$ cat config.mk
export PLATFORM = sky130hd
export DESIGN_NAME = alu_pipe_flat
export DESIGN_NICKNAME = d
export VERILOG_FILES = /design/src/rtl/alu_pkg.sv /design/src/rtl/alu_if.sv /design/src/rtl/alu_mul_iter.sv /design/src/rtl/alu_pipe.sv /design/src/flat_wrapper.sv
export SDC_FILE = /design/constraint.sdc
export NUM_CORES = 1
export LEC_CHECK = 0
export BUFFER_PORTS_ARGS = -buffer_cell sky130_fd_sc_hd__buf_4
export CAP_MARGIN = 20
export CORE_MARGIN = 10
export CORE_UTILIZATION = 35
export DETAILED_ROUTE_END_ITERATION = 10
export PLACE_DENSITY = 0.62
export SETUP_SLACK_MARGIN = 0.1
export SYNTH_ARGS = -nofsm -noshare
export SYNTH_HDL_FRONTEND = slang
export SYNTH_SLANG_ARGS = --single-unit
$ cat constraint.sdc
create_clock -name clk -period 5.4 [get_ports clk]
set_clock_uncertainty 0.2 [all_clocks]
set_input_delay 0.27 -clock clk [delete_from_list [all_inputs] [get_ports clk]]
set_output_delay 0.27 -clock clk [all_outputs]
set_load 0.02 [all_outputs]
$ cat src/rtl/alu_pkg.sv
// Shared opcode map and FSM encoding for the pipelined EX-stage ALU.
package alu_pkg;
  localparam int ALU_OP_W = 4;

  localparam logic [ALU_OP_W-1:0] ALU_AND  = 4'b0000;
  localparam logic [ALU_OP_W-1:0] ALU_OR   = 4'b0001;
  localparam logic [ALU_OP_W-1:0] ALU_ADD  = 4'b0010;
  localparam logic [ALU_OP_W-1:0] ALU_XOR  = 4'b0011;
  localparam logic [ALU_OP_W-1:0] ALU_LUI  = 4'b0100;
  localparam logic [ALU_OP_W-1:0] ALU_SLL  = 4'b0101;
  localparam logic [ALU_OP_W-1:0] ALU_SUB  = 4'b0110;
  localparam logic [ALU_OP_W-1:0] ALU_ZERO = 4'b0111;
  localparam logic [ALU_OP_W-1:0] ALU_SRL  = 4'b1000;
  localparam logic [ALU_OP_W-1:0] ALU_SRA  = 4'b1001;
  localparam logic [ALU_OP_W-1:0] ALU_SLT  = 4'b1010;
  localparam logic [ALU_OP_W-1:0] ALU_SLTU = 4'b1011;
  localparam logic [ALU_OP_W-1:0] ALU_MUL  = 4'b1100;

  typedef enum logic {
    ST_IDLE = 1'b0,
    ST_BUSY = 1'b1
  } alu_state_t;
endpackage

$ cat src/rtl/alu_if.sv
// Operand/result handshake bundle between the pipeline and the ALU.
interface alu_if #(parameter int WIDTH = 32);
  logic                          in_valid;
  logic                          in_ready;
  logic [WIDTH-1:0]              a;
  logic [WIDTH-1:0]              b;
  logic [alu_pkg::ALU_OP_W-1:0]  aluc;
  logic                          out_valid;
  logic                          out_ready;
  logic [WIDTH-1:0]              alu_out;
  logic                          zero;
  logic                          overflow;
  logic                          illegal;

  modport master (
    output in_valid, a, b, aluc, out_ready,
    input  in_ready, out_valid, alu_out, zero, overflow, illegal
  );

  modport slave (
    input  in_valid, a, b, aluc, out_ready,
    output in_ready, out_valid, alu_out, zero, overflow, illegal
  );
endinterface

$ cat src/rtl/alu_mul_iter.sv
// Radix-2 shift-add multiplier: one partial product per clock, WIDTH steps after start.
module alu_mul_iter #(
  parameter int WIDTH = 32
) (
  input  logic             clk,
  input  logic             rst_n,
  input  logic             start,
  input  logic [WIDTH-1:0] a,
  input  logic [WIDTH-1:0] b,
  output logic             done,
  output logic [WIDTH-1:0] product
);
  localparam int CNT_W = $clog2(WIDTH);

  logic             busy;
  logic [CNT_W-1:0] cnt;
  logic [WIDTH-1:0] mcand_p1;
  logic [WIDTH-1:0] mplier_p1;
  logic [WIDTH-1:0] acc_p1;
  logic [WIDTH-1:0] acc_next;

  // The final step's sum is handed out combinationally so the caller registers it on the last edge.
  always_comb begin
    acc_next = acc_p1 + (mplier_p1[0] ? mcand_p1 : '0);
    done     = busy && (cnt == CNT_W'(WIDTH-1));
    product  = acc_next;
  end

  always_ff @(posedge clk) begin
    if (!rst_n) begin
      busy <= 1'b0;
      cnt  <= '0;
    end else if (start) begin
      busy <= 1'b1;
      cnt  <= '0;
    end else if (busy) begin
      cnt <= cnt + 1'b1;
      if (done) busy <= 1'b0;
    end
  end

  // Step stage: operands shift, accumulator absorbs one partial product
  always_ff @(posedge clk) begin
    if (start) begin
      mcand_p1  <= a;
      mplier_p1 <= b;
      acc_p1    <= '0;
    end else if (busy) begin
      acc_p1    <= acc_next;
      mcand_p1  <= mcand_p1 << 1;
      mplier_p1 <= mplier_p1 >> 1;
    end
  end
endmodule

$ cat src/rtl/alu_pipe.sv
// Registered EX-stage ALU: single-cycle ops, iterative MUL, valid/ready on both sides.
module alu_pipe
  import alu_pkg::*;
#(
  parameter int WIDTH  = 32,
  parameter bit MUL_EN = 1'b1
) (
  input logic  clk,
  input logic  rst_n,
  alu_if.slave bus
);
  localparam int SHAMT_W = $clog2(WIDTH);

  logic signed [WIDTH-1:0] a_s;
  logic signed [WIDTH-1:0] b_s;
  logic signed [WIDTH-1:0] sum;
  logic signed [WIDTH-1:0] diff;
  logic signed [WIDTH-1:0] res;
  logic [SHAMT_W-1:0]      shamt;
  logic                    ovf;
  logic                    ill;
  logic                    is_mul;
  logic                    accept;
  logic                    in_ready;
  alu_state_t              state;
  alu_state_t              state_nxt;
  logic                    mul_done;
  logic [WIDTH-1:0]        mul_prod;

  logic signed [WIDTH-1:0] res_p1;
  logic                    zero_p1;
  logic                    ovf_p1;
  logic                    ill_p1;
  logic                    vld_p1;

  function automatic logic add_ovf(input logic sa, input logic sb, input logic sr);
    return (sa == sb) && (sr != sa);
  endfunction

  function automatic logic sub_ovf(input logic sa, input logic sb, input logic sr);
    return (sa != sb) && (sr != sa);
  endfunction

  always_comb begin
    a_s    = $signed(bus.a);
    b_s    = $signed(bus.b);
    shamt  = bus.b[SHAMT_W-1:0];
    sum    = a_s + b_s;
    diff   = a_s - b_s;
    is_mul = MUL_EN && (bus.aluc == ALU_MUL);
    accept = bus.in_valid && in_ready;
  end

  always_comb begin
    res = '0;
    ovf = 1'b0;
    ill = 1'b0;
    case (bus.aluc)
      ALU_AND:  res = a_s & b_s;
      ALU_OR:   res = a_s | b_s;
      ALU_ADD: begin
        res = sum;
        ovf = add_ovf(a_s[WIDTH-1], b_s[WIDTH-1], sum[WIDTH-1]);
      end
      ALU_XOR:  res = a_s ^ b_s;
      ALU_LUI:  res = b_s << (WIDTH/2);
      ALU_SLL:  res = a_s << shamt;
      ALU_SUB: begin
        res = diff;
        ovf = sub_ovf(a_s[WIDTH-1], b_s[WIDTH-1], diff[WIDTH-1]);
      end
      ALU_ZERO: res = '0;
      ALU_SRL:  res = $signed(bus.a >> shamt);
      ALU_SRA:  res = a_s >>> shamt;
      ALU_SLT:  res = {{(WIDTH-1){1'b0}}, (a_s < b_s)};
      ALU_SLTU: res = {{(WIDTH-1){1'b0}}, (bus.a < bus.b)};
      // Result of an accepted MUL arrives from the multiplier, never from this path
      ALU_MUL:  ill = !MUL_EN;
      default:  ill = 1'b1;
    endcase
  end

  generate
    if (MUL_EN) begin : g_mul
      alu_mul_iter #(.WIDTH(WIDTH)) u_mul (
        .clk     (clk),
        .rst_n   (rst_n),
        .start   (accept && is_mul),
        .a       (bus.a),
        .b       (bus.b),
        .done    (mul_done),
        .product (mul_prod)
      );
    end else begin : g_no_mul
      assign mul_done = 1'b0;
      assign mul_prod = '0;
    end
  endgenerate

  always_ff @(posedge clk) begin
    if (!rst_n) state <= ST_IDLE;
    else        state <= state_nxt;
  end

  always_comb begin
    state_nxt = state;
    case (state)
      ST_IDLE: if (accept && is_mul) state_nxt = ST_BUSY;
      ST_BUSY: if (mul_done)         state_nxt = ST_IDLE;
      default:                       state_nxt = ST_IDLE;
    endcase
  end

  always_comb begin
    in_ready = rst_n && (state == ST_IDLE) && (!vld_p1 || bus.out_ready);
  end

  // Output stage: result and flags registered together, held under backpressure
  always_ff @(posedge clk) begin
    if (!rst_n) begin
      vld_p1  <= 1'b0;
      res_p1  <= '0;
      zero_p1 <= 1'b0;
      ovf_p1  <= 1'b0;
      ill_p1  <= 1'b0;
    end else if (mul_done) begin
      vld_p1  <= 1'b1;
      res_p1  <= $signed(mul_prod);
      zero_p1 <= (mul_prod == '0);
      ovf_p1  <= 1'b0;
      ill_p1  <= 1'b0;
    end else if (accept && !is_mul) begin
      vld_p1  <= 1'b1;
      res_p1  <= res;
      zero_p1 <= (res == '0);
      ovf_p1  <= ovf;
      ill_p1  <= ill;
    end else if (bus.out_ready) begin
      vld_p1  <= 1'b0;
    end
  end

  always_comb begin
    bus.in_ready  = in_ready;
    bus.out_valid = vld_p1;
    bus.alu_out   = res_p1;
    bus.zero      = zero_p1;
    bus.overflow  = ovf_p1;
    bus.illegal   = ill_p1;
  end
endmodule

$ cat src/flat_wrapper.sv
// flat-port wrapper written by rule: the top's interface ports become plain ports
module alu_pipe_flat import alu_pkg::*;
#(
  parameter int WIDTH  = 32,
  parameter bit MUL_EN = 1'b1
)
  (clk, rst_n, bus_in_valid, bus_a, bus_b, bus_aluc, bus_out_ready, bus_in_ready, bus_out_valid, bus_alu_out, bus_zero, bus_overflow, bus_illegal);
  alu_if #(.WIDTH(WIDTH)) bus_i ();
  input logic clk;
  input logic rst_n;
  input wire logic [$bits(bus_i.in_valid)-1:0] bus_in_valid;
  input wire logic [$bits(bus_i.a)-1:0] bus_a;
  input wire logic [$bits(bus_i.b)-1:0] bus_b;
  input wire logic [$bits(bus_i.aluc)-1:0] bus_aluc;
  input wire logic [$bits(bus_i.out_ready)-1:0] bus_out_ready;
  output wire logic [$bits(bus_i.in_ready)-1:0] bus_in_ready;
  output wire logic [$bits(bus_i.out_valid)-1:0] bus_out_valid;
  output wire logic [$bits(bus_i.alu_out)-1:0] bus_alu_out;
  output wire logic [$bits(bus_i.zero)-1:0] bus_zero;
  output wire logic [$bits(bus_i.overflow)-1:0] bus_overflow;
  output wire logic [$bits(bus_i.illegal)-1:0] bus_illegal;
  assign bus_i.in_valid = bus_in_valid;
  assign bus_i.a = bus_a;
  assign bus_i.b = bus_b;
  assign bus_i.aluc = bus_aluc;
  assign bus_i.out_ready = bus_out_ready;
  assign bus_in_ready = bus_i.in_ready;
  assign bus_out_valid = bus_i.out_valid;
  assign bus_alu_out = bus_i.alu_out;
  assign bus_zero = bus_i.zero;
  assign bus_overflow = bus_i.overflow;
  assign bus_illegal = bus_i.illegal;
  alu_pipe #(.WIDTH(WIDTH), .MUL_EN(MUL_EN)) u_core (.clk(clk), .rst_n(rst_n), .bus(bus_i));
endmodule
==> key figures <==
Clocking
  • Clk buf depth: 2
  • Clk slew on worst S/H paths: 0.06 ns
  • Postcts setup bufs: 0
  • Clk sink count: 139
  • TritonCTS Buffers: 17
  • Clock Latency Late Sink: 0.47 ns
  • TritonCTS clock tree: yes
  • CTS Hold Bufs: 3
  • Clock Root Buffer: clkbuf_16
  • H-tree level count: 4
  • Post-CTS sizing: 0

Die
  • Num rows: 82
  • Core area: 50,270 µm²
  • I/O pin count: 109
  • Die footprint: 60,470 µm²
  • Die X: 245.9 µm
  • Initial Util: 35.53%
  • Die height: 245.9 µm

Timing
  • Crit share post-route: 89.44%
  • Fin crit period: 4.830 ns
  • Final setup TNS: 0 ns
  • Fmax: 207.0 MHz
  • Final Hold Fails: 0
  • Max transition margin: 27.57%
  • Final Hold Slack: 0.009076 ns
  • Slew Viols, Final: 0
  • RSZ-0062 raised after global routing: no
  • Final setup fails: 0
  • Actual slew at the worst max-slew pin: 1.072 ns

GRT
  • GR Overflow Total: 0
  • Global-route wire length before repair: 128.8 mm
  • Initial antenna violation count: 1
  • GRT Resource Usage Total: 28.31%
  • Largest net degree at the start of global routing: 78
  • Vias in the first global route: 18,750

Routing
  • Vias per cell: 6.413
  • DRC viols: 0
  • 1st-iter DRT viols: 2,459
  • 1st-pass router iterations: 6
  • Wire per inst: 28.72 µm
  • Vias: 19,770
  • Wirelength, routed: 88.55 mm
  • Antenna viol nets, final: 0

Worst setup path
  • Crit-path cells: buf_4, inv_1, ha_1, a21oi_1, a2111oi_0, a21oi_1, mux2i_1, a2111oi_0, o2111ai_1, nor4_2, nand4_1, or4_1, nor4_1, nand3_1, a31oi_1
  • Crit start category: input port
  • Worst stage delay on the critical path: 0.61 ns
  • Crit end category: flip-flop
  • Largest delay share family, worst path: compound AO/OA/AOI/OAI gates
  • Setup CP Type: input port to flip-flop
  • Buf+Inv Stages, Crit Path: 2
  • Crit path DAT: 5.02 ns
  • Crit-path slowest cell: a2111oi_0
  • Max FO, Critical Path: 12
  • WP data required: 5.59 ns

Final layout
  • Final core utilization: 40.11%
  • Synth-to-Final Area Change: 12.88%
  • Seq. cell area: 3425 µm²
  • # fillers: 5,293
  • Non-Filler Instances: 3,083
  • Ratio of cells with drive above 1 in the final layout: 14.27%
  • Fin nets: 2,605
  • Area of the multi-input gates: 13,270 µm²

Synthesis
  • Register area share after synthesis: 19.16%
  • Synth top area share: 10.76%
  • Mapped Area: 17,860 µm²
  • Unique masters post-synth: 93
  • Top FF cell, synth: dfxtp_1
  • Largest area contributor in the netlist: edfxtp_1
  • Synthesized area per cell: 7.605 µm²
  • Area contributors post-synth: edfxtp_1 11%, ha_1 9.3%, dfxtp_1 8.4%
  • Post-synthesis register bit count: 139
  • Post-Syn Instances: 2,349
  • Synthesized Nets: 2,557
  • Ys Warns: 0
  • Post-synth ARST share: 0%
  • Post-synth EDFFs: 64

Place
  • Dpl cells: 3,047
  • Port Buffers: 108
  • Final Wtd Congestion: 1.036
  • Post-DP HPWL: 69.56 mm

Pwr
  • NetSw: 2.298 mW
  • Clock power share: 22.5%
  • Combinational Power Share: 51.5%
  • Pint: 2.834 mW
  • Sw frac: 44.78%
  • Sequential Power Share: 26.1%
  • Power per cell area: 254.5 nW/µm²
  • VDD IR max: 0.2064 mV
  • Leak pwr: 8.211 nW

Status
  • Status: finished clean

Worst hold path
  • Hold Crit Class: input port to flip-flop

Job
  • Maxcap violations: 0
layer usage:
layer	routed length [µm]	global-route usage, %	vias up
met5	13	0	-
met4	4090	12.69	2
met3	7583	4.952	175
met2	38900	43.59	1133
met1	37960	37.98	9658
li1	-	-	8803
power by group through the flow:
stage	combinational, mW	sequential, mW	clock [mW]
after global placement	2.55	1.35	0
after global routing	2.84	1.36	1.21
after floorplan	1.67	1.36	0
final	2.64	1.34	1.15
after CTS	2.58	1.34	1.17
after detailed placement	2.56	1.36	0
through the flow:
stage	total power [mW]	cell area (µm²)	worst slack [ns]
2_1_floorplan	3.022	17860	0.4101
3_3_place_gp	3.899	19570	0.4950
3_5_place_dp	3.919	19570	0.3485
4_1_cts	5.089	20160	0.6138
5_1_grt	5.403	20160	0.3210
6_report	5.133	20160	0.5702
synthesized netlist by cell type (all sizes together), types with 16 or more instances:
cell,count
edfxtp,64
a31oi,21
mux2,40
and2,42
o21a,17
o22ai,19
clkbuf,121
nand4,22
nand2b,25
buf,58
mux2i,119
xnor2,32
nand3,37
nor4,16
o211ai,40
a21oi,181
nor2b,39
a22oi,16
nand2,240
nor3,57
dfxtp,75
a211oi,60
a21o,28
inv,120
nor2,232
mux4,32
o21ai,168
ha,133
state kept, by name, summed over array words and instances, names as in the netlist:
name,count
u_core.bus.alu_out,32
u_core.bus.illegal,1
u_core.bus.out_valid,1
u_core.bus.overflow,1
u_core.bus.zero,1
u_core.g_mul.u_mul.acc_p1,32
u_core.g_mul.u_mul.busy,1
u_core.g_mul.u_mul.cnt,5
u_core.g_mul.u_mul.mcand_p1,32
u_core.g_mul.u_mul.mplier_p1,32
u_core.state,1
layout make-up:
class                      count  area share (%)
antenna                        1         0.01241
clock buffer                  19           2.197
clock inverter                13          0.5709
inverter                     123           2.290
multi-input combinational   1908           65.81
sequential                   139           16.98
tap                          672           4.170
timing repair buffer         208           7.967
layout by cell type (no fill, tap or decap), types with 12 or more instances in the layout:
master     Yosys  layout
o211ai_1      40      40
a311oi_1      13      13
o311ai_0      12      12
nand2_1      240     239
nand3_1       37      37
buf_4          2     202
a21oi_1      181     181
nand4_1       22      22
o21a_1        17      17
clkbuf_16      0      17
ha_1         133     133
mux4_2        32      32
and2_1        42      41
nor3_1        57      54
a21o_1        28      28
mux2_2        38      38
xnor2_1       32      32
nor2b_1       39      39
nor2_1       232     231
o21ai_0      167     166
o22ai_1       18      18
edfxtp_1      64      64
o31ai_1       14      14
dfxtp_1       75      74
nand2b_1      25      25
or3_1         14      13
nor4_1        15      15
inv_1        120     120
a31oi_1       21      20
mux2i_1      118     118
o221ai_1      14      14
a211oi_1      60      60
a22oi_1       16      16
o21bai_1      14      14
worst paths after layout:
check	from	cells past startpoint	endpoint	slack, ns
setup / recovery	bus_a[6]	15	u_core.bus.zero	0.57
hold reg to reg	u_core.bus.overflow	2	u_core.bus.overflow	0.27
hold / removal	bus_b[31]	3	u_core.g_mul.u_mul.mplier_p1[31]	0.009
setup reg to reg	u_core.g_mul.u_mul.mplier_p1[0]	16	u_core.bus.zero	0.58
cell families (layout without fill, tap and decap cells):
family          Yosys count  count (layout)  synth area share, %
compound gates          760             760                28.43
xor+xnor                 43              43                2.108
fa+ha+maj               136             136                9.652
buf+inv                 302             363                6.885
flops                   139             139                19.16
simple gates            778             778                20.42
other cells               0               1                    0
mux                     191             191                13.34
worst min-delay path: stages:
cell and delay (ns):
buf_4 0.09, inv_1 0.08, nor2_1 0.11
No activity file was read; power rests on OpenSTA's default activity.
